===== config.mk =====
export PLATFORM = sky130hd
export DESIGN_NAME = controlador_bebidas
export DESIGN_NICKNAME = d
export VERILOG_FILES = /design/src/rtl/bebidas_pkg.sv /design/src/rtl/temporizador_etapa.sv /design/src/rtl/controlador_bebidas.sv
export SDC_FILE = /design/constraint.sdc
export NUM_CORES = 1
export LEC_CHECK = 0
export CORE_UTILIZATION = 50
export DETAILED_ROUTE_END_ITERATION = 10
export GPL_ROUTABILITY_DRIVEN = 1
export GPL_TIMING_DRIVEN = 0
export PLACE_DENSITY = 0.82
export SYNTH_ARGS = -nofsm -noshare
export SYNTH_HDL_FRONTEND = slang
export SYNTH_HIERARCHICAL = 1
export SYNTH_SLANG_ARGS = --single-unit

===== constraint.sdc =====
create_clock -name clk -period 3.5 [get_ports clk]
set_input_delay 0.7 -clock clk [delete_from_list [all_inputs] [get_ports clk]]
set_output_delay 0.7 -clock clk [all_outputs]
set_load 0.05 [all_outputs]

===== src/rtl/bebidas_pkg.sv =====
// Shared types and constants for the coffee vending sequencer.
// Holds the FSM states, coin and selection codes, recipe masks and the stage-order helpers.
package bebidas_pkg;

    typedef enum logic [2:0] {
        IDLE   = 3'd0,
        AGUA   = 3'd1,
        CAFE   = 3'd2,
        LECHE  = 3'd3,
        CAMBIO = 3'd4,
        FIN    = 3'd5
    } estado_t;

    localparam logic [1:0] MONEDA_100 = 2'b01;
    localparam logic [1:0] MONEDA_500 = 2'b10;

    localparam logic [2:0] SEL_NINGUNA  = 3'b000;
    localparam logic [2:0] SEL_BEBIDA_1 = 3'b001;
    localparam logic [2:0] SEL_BEBIDA_2 = 3'b010;
    localparam logic [2:0] SEL_BEBIDA_3 = 3'b011;
    localparam logic [2:0] SEL_BEBIDA_4 = 3'b100;

    // Recipe masks are {agua, cafe, leche}
    localparam logic [2:0] RECETA_1 = 3'b110;
    localparam logic [2:0] RECETA_2 = 3'b110;
    localparam logic [2:0] RECETA_3 = 3'b111;
    localparam logic [2:0] RECETA_4 = 3'b111;

    function automatic logic sel_valida(input logic [2:0] s);
        return (s >= SEL_BEBIDA_1) && (s <= SEL_BEBIDA_4);
    endfunction

    function automatic logic [2:0] receta_de(input logic [2:0] s);
        case (s)
            SEL_BEBIDA_1: return RECETA_1;
            SEL_BEBIDA_2: return RECETA_2;
            SEL_BEBIDA_3: return RECETA_3;
            SEL_BEBIDA_4: return RECETA_4;
            default:      return 3'b000;
        endcase
    endfunction

    // Next enabled stage after 'actual', walking water -> coffee -> milk, then change
    function automatic estado_t siguiente_etapa(input logic [2:0] receta, input estado_t actual);
        if (actual == IDLE && receta[2]) begin
            return AGUA;
        end else if ((actual == IDLE || actual == AGUA) && receta[1]) begin
            return CAFE;
        end else if ((actual == IDLE || actual == AGUA || actual == CAFE) && receta[0]) begin
            return LECHE;
        end
        return CAMBIO;
    endfunction

endpackage


===== src/rtl/temporizador_etapa.sv =====
// Loadable down-counter shared by all preparation stages.
// done_c is high while the count sits at zero; load takes priority over counting.
module temporizador_etapa #(
    parameter int unsigned W = 8
) (
    input  logic         clk,
    input  logic         rst_n,
    input  logic         load_i,
    input  logic [W-1:0] value_i,
    output logic         done_c
);

    logic [W-1:0] cuenta_q;
    logic [W-1:0] cuenta_d;

    always_comb begin
        cuenta_d = cuenta_q;
        if (load_i) begin
            cuenta_d = value_i;
        end else if (cuenta_q != '0) begin
            cuenta_d = cuenta_q - W'(1);
        end
    end

    always_ff @(posedge clk or negedge rst_n) begin
        if (!rst_n) begin
            cuenta_q <= '0;
        end else begin
            cuenta_q <= cuenta_d;
        end
    end

    assign done_c = (cuenta_q == '0);

endmodule


===== src/rtl/controlador_bebidas.sv =====
// Coffee vending sequencer: credit accumulation, drink validation, timed actuator
// stages and change return in 100-unit pulses.
module controlador_bebidas
    import bebidas_pkg::*;
#(
    parameter int unsigned PRECIO_1 = 300,
    parameter int unsigned PRECIO_2 = 500,
    parameter int unsigned PRECIO_3 = 600,
    parameter int unsigned PRECIO_4 = 800,
    parameter int unsigned CRED_MAX = 2000,
    parameter int unsigned T_AGUA   = 8,
    parameter int unsigned T_CAFE   = 5,
    parameter int unsigned T_LECHE  = 4
) (
    input  logic        clk,
    input  logic        rst,
    input  logic [1:0]  moneda,
    input  logic [2:0]  sel,
    input  logic        cancelar,
    output logic [11:0] credito,
    output logic        valvula_agua,
    output logic        molino_cafe,
    output logic        valvula_leche,
    output logic        cambio100,
    output logic        rechazo,
    output logic        error_saldo,
    output logic        ocupado,
    output logic        listo
);

    localparam int unsigned CW = 12;
    localparam int unsigned TW = 8;

    estado_t       estado_q, estado_d;
    logic [CW-1:0] credito_q, credito_d;
    logic [2:0]    bebida_q, bebida_d;
    logic          prepara_q, prepara_d;
    logic          agua_q, cafe_q, leche_q, cambio_q, rechazo_q, error_q, ocupado_q, listo_q;
    logic          cambio_d, rechazo_d, error_d;

    logic [CW-1:0] moneda_val;
    logic          moneda_hay;
    logic [CW:0]   suma;
    logic          carga;
    logic [TW-1:0] valor_carga;
    logic          etapa_fin;
    estado_t       siguiente;

    function automatic logic [CW-1:0] precio_de(input logic [2:0] s);
        case (s)
            SEL_BEBIDA_1: return CW'(PRECIO_1);
            SEL_BEBIDA_2: return CW'(PRECIO_2);
            SEL_BEBIDA_3: return CW'(PRECIO_3);
            SEL_BEBIDA_4: return CW'(PRECIO_4);
            default:      return '0;
        endcase
    endfunction

    // Counter reload value: stage length minus one, doubled water for drink 2, doubled coffee for drink 4
    function automatic logic [TW-1:0] duracion(input estado_t e, input logic [2:0] s);
        case (e)
            AGUA:    return (s == SEL_BEBIDA_2) ? TW'(2 * T_AGUA - 1) : TW'(T_AGUA - 1);
            CAFE:    return (s == SEL_BEBIDA_4) ? TW'(2 * T_CAFE - 1) : TW'(T_CAFE - 1);
            LECHE:   return TW'(T_LECHE - 1);
            default: return '0;
        endcase
    endfunction

    always_comb begin
        case (moneda)
            MONEDA_100: moneda_val = CW'(100);
            MONEDA_500: moneda_val = CW'(500);
            default:    moneda_val = '0;
        endcase
    end

    assign moneda_hay = (moneda_val != '0);
    assign suma       = {1'b0, credito_q} + {1'b0, moneda_val};

    temporizador_etapa #(
        .W (TW)
    ) u_temporizador (
        .clk     (clk),
        .rst_n   (rst),
        .load_i  (carga),
        .value_i (valor_carga),
        .done_c  (etapa_fin)
    );

    // Next-state and datapath decisions; a coin is rejected unless IDLE accepts it
    always_comb begin
        estado_d    = estado_q;
        credito_d   = credito_q;
        bebida_d    = bebida_q;
        prepara_d   = prepara_q;
        cambio_d    = 1'b0;
        rechazo_d   = moneda_hay;
        error_d     = 1'b0;
        carga       = 1'b0;
        valor_carga = '0;
        siguiente   = CAMBIO;

        case (estado_q)
            IDLE: begin
                if (sel != SEL_NINGUNA) begin
                    if (!sel_valida(sel) || (credito_q < precio_de(sel))) begin
                        error_d = 1'b1;
                    end else begin
                        siguiente   = siguiente_etapa(receta_de(sel), IDLE);
                        credito_d   = credito_q - precio_de(sel);
                        bebida_d    = sel;
                        prepara_d   = 1'b1;
                        estado_d    = siguiente;
                        carga       = 1'b1;
                        valor_carga = duracion(siguiente, sel);
                    end
                end else if (cancelar) begin
                    if (credito_q != '0) begin
                        prepara_d = 1'b0;
                        estado_d  = CAMBIO;
                    end
                end else if (moneda_hay && (suma <= (CW + 1)'(CRED_MAX))) begin
                    credito_d = suma[CW-1:0];
                    rechazo_d = 1'b0;
                end
            end
            AGUA, CAFE, LECHE: begin
                if (etapa_fin) begin
                    siguiente   = siguiente_etapa(receta_de(bebida_q), estado_q);
                    estado_d    = siguiente;
                    carga       = 1'b1;
                    valor_carga = duracion(siguiente, bebida_q);
                end
            end
            CAMBIO: begin
                if (credito_q != '0) begin
                    credito_d = credito_q - CW'(100);
                    cambio_d  = 1'b1;
                end else begin
                    estado_d = FIN;
                end
            end
            FIN: begin
                prepara_d = 1'b0;
                estado_d  = IDLE;
            end
            default: begin
                estado_d = IDLE;
            end
        endcase
    end

    // Outputs are decoded from the next state so each actuator tracks its stage cycle-for-cycle
    always_ff @(posedge clk or negedge rst) begin
        if (!rst) begin
            estado_q  <= IDLE;
            credito_q <= '0;
            bebida_q  <= SEL_NINGUNA;
            prepara_q <= 1'b0;
            agua_q    <= 1'b0;
            cafe_q    <= 1'b0;
            leche_q   <= 1'b0;
            cambio_q  <= 1'b0;
            rechazo_q <= 1'b0;
            error_q   <= 1'b0;
            ocupado_q <= 1'b0;
            listo_q   <= 1'b0;
        end else begin
            estado_q  <= estado_d;
            credito_q <= credito_d;
            bebida_q  <= bebida_d;
            prepara_q <= prepara_d;
            agua_q    <= (estado_d == AGUA);
            cafe_q    <= (estado_d == CAFE);
            leche_q   <= (estado_d == LECHE);
            cambio_q  <= cambio_d;
            rechazo_q <= rechazo_d;
            error_q   <= error_d;
            ocupado_q <= (estado_d != IDLE);
            listo_q   <= (estado_d == FIN) && prepara_q;
        end
    end

    assign credito       = credito_q;
    assign valvula_agua  = agua_q;
    assign molino_cafe   = cafe_q;
    assign valvula_leche = leche_q;
    assign cambio100     = cambio_q;
    assign rechazo       = rechazo_q;
    assign error_saldo   = error_q;
    assign ocupado       = ocupado_q;
    assign listo         = listo_q;

endmodule


==> flow_metrics.py, run 1 <==
metrics = {
    "outcome": {
        "status": "completed",
    },
    "timing": {
        "rsz0062_at_grt": "yes",
        "period_minus_slack_ps": 3480,
        "setup_violations": 0,
        "finalCritPeriodShare_pct": 99.4,
        "finalHoldViolations": 0,
        "whs_ps": 472,
        "report.final.slew_viol_count": 0,
        "relSlewSlack_pct": 50.8,
        "fmax_ghz": 0.287,
        "tightest_slew_ps": 735,
        "fin_skew_ps": 6.05,
    },
    "route": {
        "ant_nets": 0,
        "first_iter_violations": 350,
        "wl_per_cell_um": 17.4,
        "first_pass_iters": 6,
        "totalWireLength_um": 8240,
        "vias": 3066,
        "drc": 0,
        "viasPerCell": 6.48,
    },
    "logic_synthesis": {
        "async_flop_share_pct": 100,
        "yosysUniqueCellTypes": 77,
        "ys_seq_area_share_pct": 27.8,
        "syn_area_sq_um": 2970,
        "synth-xor-area-share_pct": 2.06,
        "synth_compound_area_share_pct": 32.8,
        "synth_seq_cells": 33,
        "synth_fa_ha_area_share_pct": 8.26,
        "postSynthAreaPerCell_sq_um": 8.51,
        "synthMuxAreaShare_pct": 1.81,
        "synth_area_leader_cell": "dfrtp_1",
        "synth_area_leaders": "dfrtp_1 28%, ha_1 7.6%, nor2_1 4.2%",
        "syn_inst": 349,
        "synth_top_area_share_pct": 27.8,
        "ys.flop_type": "dfrtp_1",
        "synth_edf_count": 0,
        "synth_top_family_by_area": "compound AO/OA/AOI/OAI gates",
        "ys_warn_count": 6,
        "synth-simple-area-share_pct": 22.0,
    },
    "clocking": {
        "postCtsHoldBufs": 0,
        "cts_tree": "built",
        "cts_buffer_depth": 2,
        "path_clk_slew_ps": 70,
        "cts.sinks": 33,
        "numCtsBuffers": 5,
        "clk_latency_ps": 290,
        "htreeDepth": 2,
        "cts_root_buffer": "clkbuf_8",
    },
    "placed_design": {
        "place_inst": 451,
        "io_buffer_count": 25,
        "place_area_sq_um": 3320,
        "place_congestion": 0.964,
        "hpwl_um": 5430,
    },
    "floorplanning": {
        "die_h_um": 79.1,
        "io_pins": 28,
        "die_w_um": 79.1,
        "core_sq_um": 5610,
        "die-area_sq_um": 6250,
        "rows": 27,
        "start_util_pct": 52.9,
    },
    "worst_setup_path": {
        "worstPathRequired_ps": 3670,
        "crit_fanout": 10,
        "cp_common_cell": "a21oi_1",
        "worst-path-buf-inv": 3,
        "end_kind": "flip-flop",
        "path_delay_family": "simple AND/OR/NAND/NOR gates",
        "cp_slowest_cell": "clkdlybuf4s50_1",
        "cp-startpoint": "sel[2]",
        "critPathCapture": "credito[6]$_DFFE_PN0P_",
        "ff2ff_path_depth": 11,
        "worstSetupPathType": "in2reg",
        "startpoint_type": "input pin",
        "critPathArrivalTime_ps": 3650,
        "slowest_delay_ps": 460,
        "cp.depth": 13,
        "reg2reg_slack_ps": 430,
        "rr_startpoint": "credito[4]$_DFFE_PN0P_",
        "crit_chain": "clkdlybuf4s50_1 > buf_4 > nor2_2 > a21oi_1 > ha_2 > or3_4 > or4_4 > o2bb2ai_4 > a21oi_1 > o21ai_2 > buf_6 > a211oi_1 > o22a_1",
        "r2r_end": "credito[6]$_DFFE_PN0P_",
    },
    "final_layout": {
        "insertedDiodeCount": 0,
        "layout-drive-gt1-share_pct": 17.5,
        "seqCellArea_sq_um": 826,
        "nNetsFinal": 427,
        "syn_to_final_growth_pct": 26.0,
        "fillers": 453,
        "final_cells": 473,
        "multi_input_area_sq_um": 2160,
        "final_area_sq_um": 3740,
    },
    "grt": {
        "grt_pass1_vias": 2785,
        "antenna_found_initial": 0,
        "track_usage_pct": 26.0,
        "grt_max_degree": 34,
        "grt_remaining_overflow": 0,
        "grt_pass1_wl_um": 12800,
    },
    "power_and_ir_drop": {
        "max-vdd-ir-drop_mv": 0.630,
        "leakage_nw": 1.52,
        "p_per_area_nw_per_um2": 1080,
    },
    "run": {
        "maxCapViolCount": 0,
    },
    "worst_hold_path": {
        "hp-class": "in2async",
    },
}
-- state kept, by name (all words and copies together) (netlist names) --
name,count
prepara_q,1
rechazo,1
bebida_q,3
error_saldo,1
molino_cafe,1
u_temporizador/cuenta_q,8
listo,1
valvula_leche,1
estado_q,3
credito,10
ocupado,1
valvula_agua,1
cambio100,1
-- synthesized netlist by cell type (all sizes together) (3+ instances only) --
cell type and n:
clkbuf 11, a221oi 3, nand2b 5, inv 21, a21oi 22, nand4 3
mux2 3, o21ai 24, nor4 4, o41ai 3, or4 3, nor2 33
o31a 3, o31ai 9, buf 3, nand3b 5, nor2b 10, or2 3
or3 7, dfrtp 33, nand3 7, o2bb2ai 4, xnor2 6, o22a 3
nand2 21, o21a 10, nor3 18, ha 18, a211oi 13, a21o 3
-- layout make-up --
class / count / share of cell area (%)
Buffer: 15 / 2.07
Timing Repair Buffer: 39 / 10.4
Sequential cell: 33 / 22.1
Multi-Input combinational cell: 285 / 57.7
Tap cell: 72 / 2.41
Inverter: 21 / 2.24
Clock buffer: 7 / 2.31
Clock inverter: 1 / 0.802
-- metal layers --
metal  GRT usage, %  wire length (um)  part of all wire, %  up-vias
li1               -                 -                    -     1419
met3           4.37               677                  8.2       34
met2           40.6              3760                   46      171
met4           11.5               242                  2.9        0
met1           35.1              3560                   43     1442
met5              0                 0                    0        -
-- what timing repair did --
| item | in CTS | in global routing |
|---|---|---|
| pin swaps | 7 | 14 |
| resized for setup | 22 | 27 |
| cloned | 0 | 2 |
| setup endpoints to repair | 25 | 24 |
| buffers inserted | 5 | 7 |
-- where the power goes --
part | switching (mW) | leakage, nW | internal, mW
Combinational | 1.70 | 1.06 | 1.20
Sequential | 0.232 | 0.402 | 0.553
Clock | 0.138 | 0.0585 | 0.232
Total | 2.07 | 1.52 | 1.99
-- cells in the final DEF (no fill, tap or decap), types with 3 or more instances in the layout --
| master | n |
|---|---|
| a211oi_1 | 11 |
| clkbuf_8 | 6 |
| or3_1 | 6 |
| inv_1 | 18 |
| nand4_1 | 3 |
| nor2b_1 | 8 |
| o21ai_2 | 4 |
| buf_4 | 14 |
| a21oi_1 | 21 |
| o31ai_1 | 8 |
| conb_1 | 6 |
| clkbuf_1 | 10 |
| nand2b_1 | 5 |
| o31a_1 | 3 |
| ha_1 | 13 |
| dfrtp_1 | 33 |
| o21a_1 | 10 |
| nand3_1 | 6 |
| o2bb2ai_1 | 3 |
| nand2_1 | 21 |
| dlymetal6s2s_1 | 3 |
| nor2_1 | 31 |
| nor4_1 | 4 |
| nand3b_1 | 4 |
| ha_4 | 4 |
| o22a_1 | 3 |
| o21ai_0 | 18 |
| nor3_1 | 18 |
| mux2_2 | 3 |
| xnor2_1 | 6 |
| clkdlybuf4s50_1 | 20 |
-- through the flow --
| stage | total power, mW | worst slack (ps) | TNS, ps | utilization (%) |
|---|---|---|---|---|
| 2_1_floorplan | 2.64 | 161 | 0 | - |
| 3_3_place_gp | 3.15 | -647 | -13080 | 59.3 |
| 3_5_place_dp | 3.22 | -706 | -14890 | 59.3 |
| 4_1_cts | 3.76 | -7.30 | -7.30 | 63.6 |
| 5_1_grt | 4.29 | -44.3 | -76.3 | 66.7 |
| 6_report | 4.05 | 19.8 | 0 | 66.7 |
-- cell families after synthesis --
logic type | count (synthesis)
adders and majority gates | 19
buffers and inverters | 36
DFF | 33
muxes | 5
and+or+nand+nor | 125
AOI/OAI and AO/OA | 123
other | 1
xor gates and xnor gates | 7
-- how the worst min path moves through the flow --
stage	startpoint	endpoint	slack, ps	cells past startpoint
floorplan	rst	bebida_q[0]$_DFFE_PN0P_	400	0
global placement	prepara_q$_DFFE_PN0P_	prepara_q$_DFFE_PN0P_	480	2
detailed placement	prepara_q$_DFFE_PN0P_	prepara_q$_DFFE_PN0P_	480	2
global route	rst	u_temporizador/cuenta_q[6]$_DFFE_PN0P_	530	1
CTS	rst	u_temporizador/cuenta_q[6]$_DFFE_PN0P_	500	1
finish	rst	u_temporizador/cuenta_q[5]$_DFFE_PN0P_	470	1
Note: power is estimated with default switching activity, not from simulation.
==> inputs of run 2 (changes only) <==
--- a/config.mk
+++ b/config.mk
@@ -9,7 +9,8 @@
 export DETAILED_ROUTE_END_ITERATION = 10
 export GPL_ROUTABILITY_DRIVEN = 1
 export GPL_TIMING_DRIVEN = 0
-export PLACE_DENSITY = 0.82
+export MAX_ROUTING_LAYER = met4
+export PLACE_DENSITY = 0.85
 export SYNTH_ARGS = -nofsm -noshare
 export SYNTH_HDL_FRONTEND = slang
 export SYNTH_HIERARCHICAL = 1
==> constraint.sdc (replaced) <==
create_clock -name clk -period 2.8 [get_ports clk]
set_input_delay 0.56 -clock clk [delete_from_list [all_inputs] [get_ports clk]]
set_output_delay 0.56 -clock clk [all_outputs]
set_load 0.05 [all_outputs]
==> run 2 against run 1 <==
The run now ends with negative setup slack left. Cell area up 14%. Combinational power rose by 51%. Worst hold slack worse by 130 ps. Setup slack got worse by 180 ps. Sequential power is 30% higher. Die area unchanged.
==> flow_metrics.py, run 2 (synthesized netlist as in run 1, its figures left out) <==
metrics = {
    "timing": {
        "rsz0062_at_grt": "yes",
        "report.final.slew_viol_count": 0,
        "finalCritPeriodShare_pct": 106,
        "tightest_slew_ps": 882,
        "relSlewSlack_pct": 41.0,
        "period_minus_slack_ps": 2960,
        "layout_setup_ws_ps": -165,
        "whs_ps": 340,
        "fmax_ghz": 0.337,
        "finalHoldViolations": 0,
        "fin_skew_ps": 3.52,
        "setup_violations": 11,
    },
    "route": {
        "totalWireLength_um": 10200,
        "drc": 0,
        "first_pass_iters": 5,
        "wl_per_cell_um": 20.4,
        "vias": 3350,
        "ant_nets": 0,
        "viasPerCell": 6.74,
        "first_iter_violations": 451,
    },
    "worst_setup_path": {
        "worstSetupPathType": "in2reg",
        "worstPathRequired_ps": 2970,
        "startpoint_type": "input pin",
        "end_kind": "flip-flop",
        "crit_fanout": 5,
        "critPathArrivalTime_ps": 3140,
    },
    "final_layout": {
        "largest_register_ffs": 10,
        "final_common_cell": "buf_4",
        "multi_input_area_sq_um": 2430,
        "nNetsFinal": 451,
        "final_cell_mix": "34 x buf_4, 32 x dfrtp_1, 28 x nor2_1",
        "syn_to_final_growth_pct": 43.7,
        "layout-drive-gt1-share_pct": 31.8,
        "insertedDiodeCount": 0,
        "seqCellArea_sq_um": 827,
        "fillers": 363,
    },
    "placed_design": {
        "place_congestion": 0.923,
        "hpwl_um": 5690,
        "io_buffer_count": 25,
        "place_ws_ps": -1000,
    },
    "floorplanning": {
        "start_util_pct": 52.9,
        "io_pins": 28,
        "rows": 27,
        "die_h_um": 79.1,
        "die-area_sq_um": 6250,
        "core_sq_um": 5610,
        "die_w_um": 79.1,
    },
    "clocking": {
        "cts.sinks": 33,
        "postCtsHoldBufs": 0,
        "cts_tree": "built",
        "cts_root_buffer": "clkbuf_8",
        "cts_buffer_depth": 2,
        "numCtsBuffers": 5,
        "path_clk_slew_ps": 70,
        "clk_latency_ps": 290,
        "htreeDepth": 2,
    },
    "grt": {
        "grt_remaining_overflow": 0,
        "grt_pass1_vias": 2916,
        "grt_max_degree": 34,
        "antenna_found_initial": 0,
        "grt_pass1_wl_um": 13900,
        "track_usage_pct": 29.5,
    },
    "power_and_ir_drop": {
        "max-vdd-ir-drop_mv": 0.853,
        "leakage_nw": 1.71,
        "p_per_area_nw_per_um2": 1380,
    },
    "run": {
        "maxCapViolCount": 0,
    },
    "outcome": {
        "violations": "negative setup slack",
        "status": "finished with violations",
    },
    "worst_hold_path": {
        "hp-class": "in2async",
    },
}
run 2: changes by cell type in the layout (fill, tap and decap cells not counted), moves of 4 or more:
cell	before	now
a211oi_1	11	6
a211oi_2	0	5
a21oi_1	21	16
a21oi_2	0	5
buf_4	14	34
buf_6	2	6
ha_1	13	8
run 2: path summary, 6_finish.rpt:
path | from | to | slack [ps] | cells past startpoint
setup / recovery | moneda[0] | credito[5]$_DFFE_PN0P_ | -160 | 13
hold / removal | rst | u_temporizador/cuenta_q[5]$_DFFE_PN0P_ | 340 | 1
setup reg to reg | credito[5]$_DFFE_PN0P_ | credito[5]$_DFFE_PN0P_ | -120 | 10
hold reg to reg | prepara_q$_DFFE_PN0P_ | prepara_q$_DFFE_PN0P_ | 500 | 2
max in group asynchronous | rst | credito[4]$_DFFE_PN0P_ | 1910 | 1
min in group clk | prepara_q$_DFFE_PN0P_ | prepara_q$_DFFE_PN0P_ | 500 | 2
run 2: repair_timing:
item / in CTS / in global routing
endpoints found under the setup margin: 30 / 28
gates resized for setup: 80 / 35
pin swaps: 25 / 31
cloned: 2 / 1
setup buffers: 19 / 16
run 2: critical path, cell delays in order:
cell       delay (ps)
buf_8              80
inv_8              30
ha_4              280
inv_8              50
ha_4              190
a311oi_4          300
o211ai_1          220
a2111oi_4         490
nand3_2           170
a31oi_4           290
clkbuf_16         200
a221oi_2           60
o22a_1            210
run 2: cell type report:
class	count	area share, %
plain buffers	15	2.11
multi-input cells	285	57.0
well taps	72	2.11
repair buffers	63	14.4
inverters	21	2.26
clock inverters	1	0.704
flip-flops and latches	33	19.4
clock buffers	7	2.02
run 2: where the power goes:
part	switching (mW)	total, mW	leakage [nW]	internal, mW
sequential	0.329	1.02	0.401	0.692
clock	0.183	0.473	0.0585	0.290
combinational	2.47	4.39	1.25	1.92
run 2: layer usage:
| metal | GRT usage, % | vias up | wire length (um) |
|---|---|---|---|
| met3 | 4.94 | 48 | 1000 |
| met1 | 38.9 | 1585 | 3950 |
| met5 | - | - | 0 |
| met4 | 12.2 | 0 | 357 |
| met2 | 44.7 | 253 | 4850 |
| li1 | - | 1464 | - |
run 2: per-stage QoR:
| stage | TNS, ps | total power, mW | instance area (sq um) | std cells | util [%] |
|---|---|---|---|---|---|
| after floorplan | -678 | 3.43 | 3100 | 354 | - |
| after global placement | -23990 | 4.07 | 3440 | 451 | 61.3 |
| after detailed placement | -25390 | 4.18 | 3430 | 451 | 61.2 |
| after CTS | -1120 | 5.15 | 3960 | 480 | 70.6 |
| after global routing | -2250 | 6.14 | 4270 | 497 | 76.1 |
| final | -1350 | 5.89 | 4270 | 497 | 76.1 |
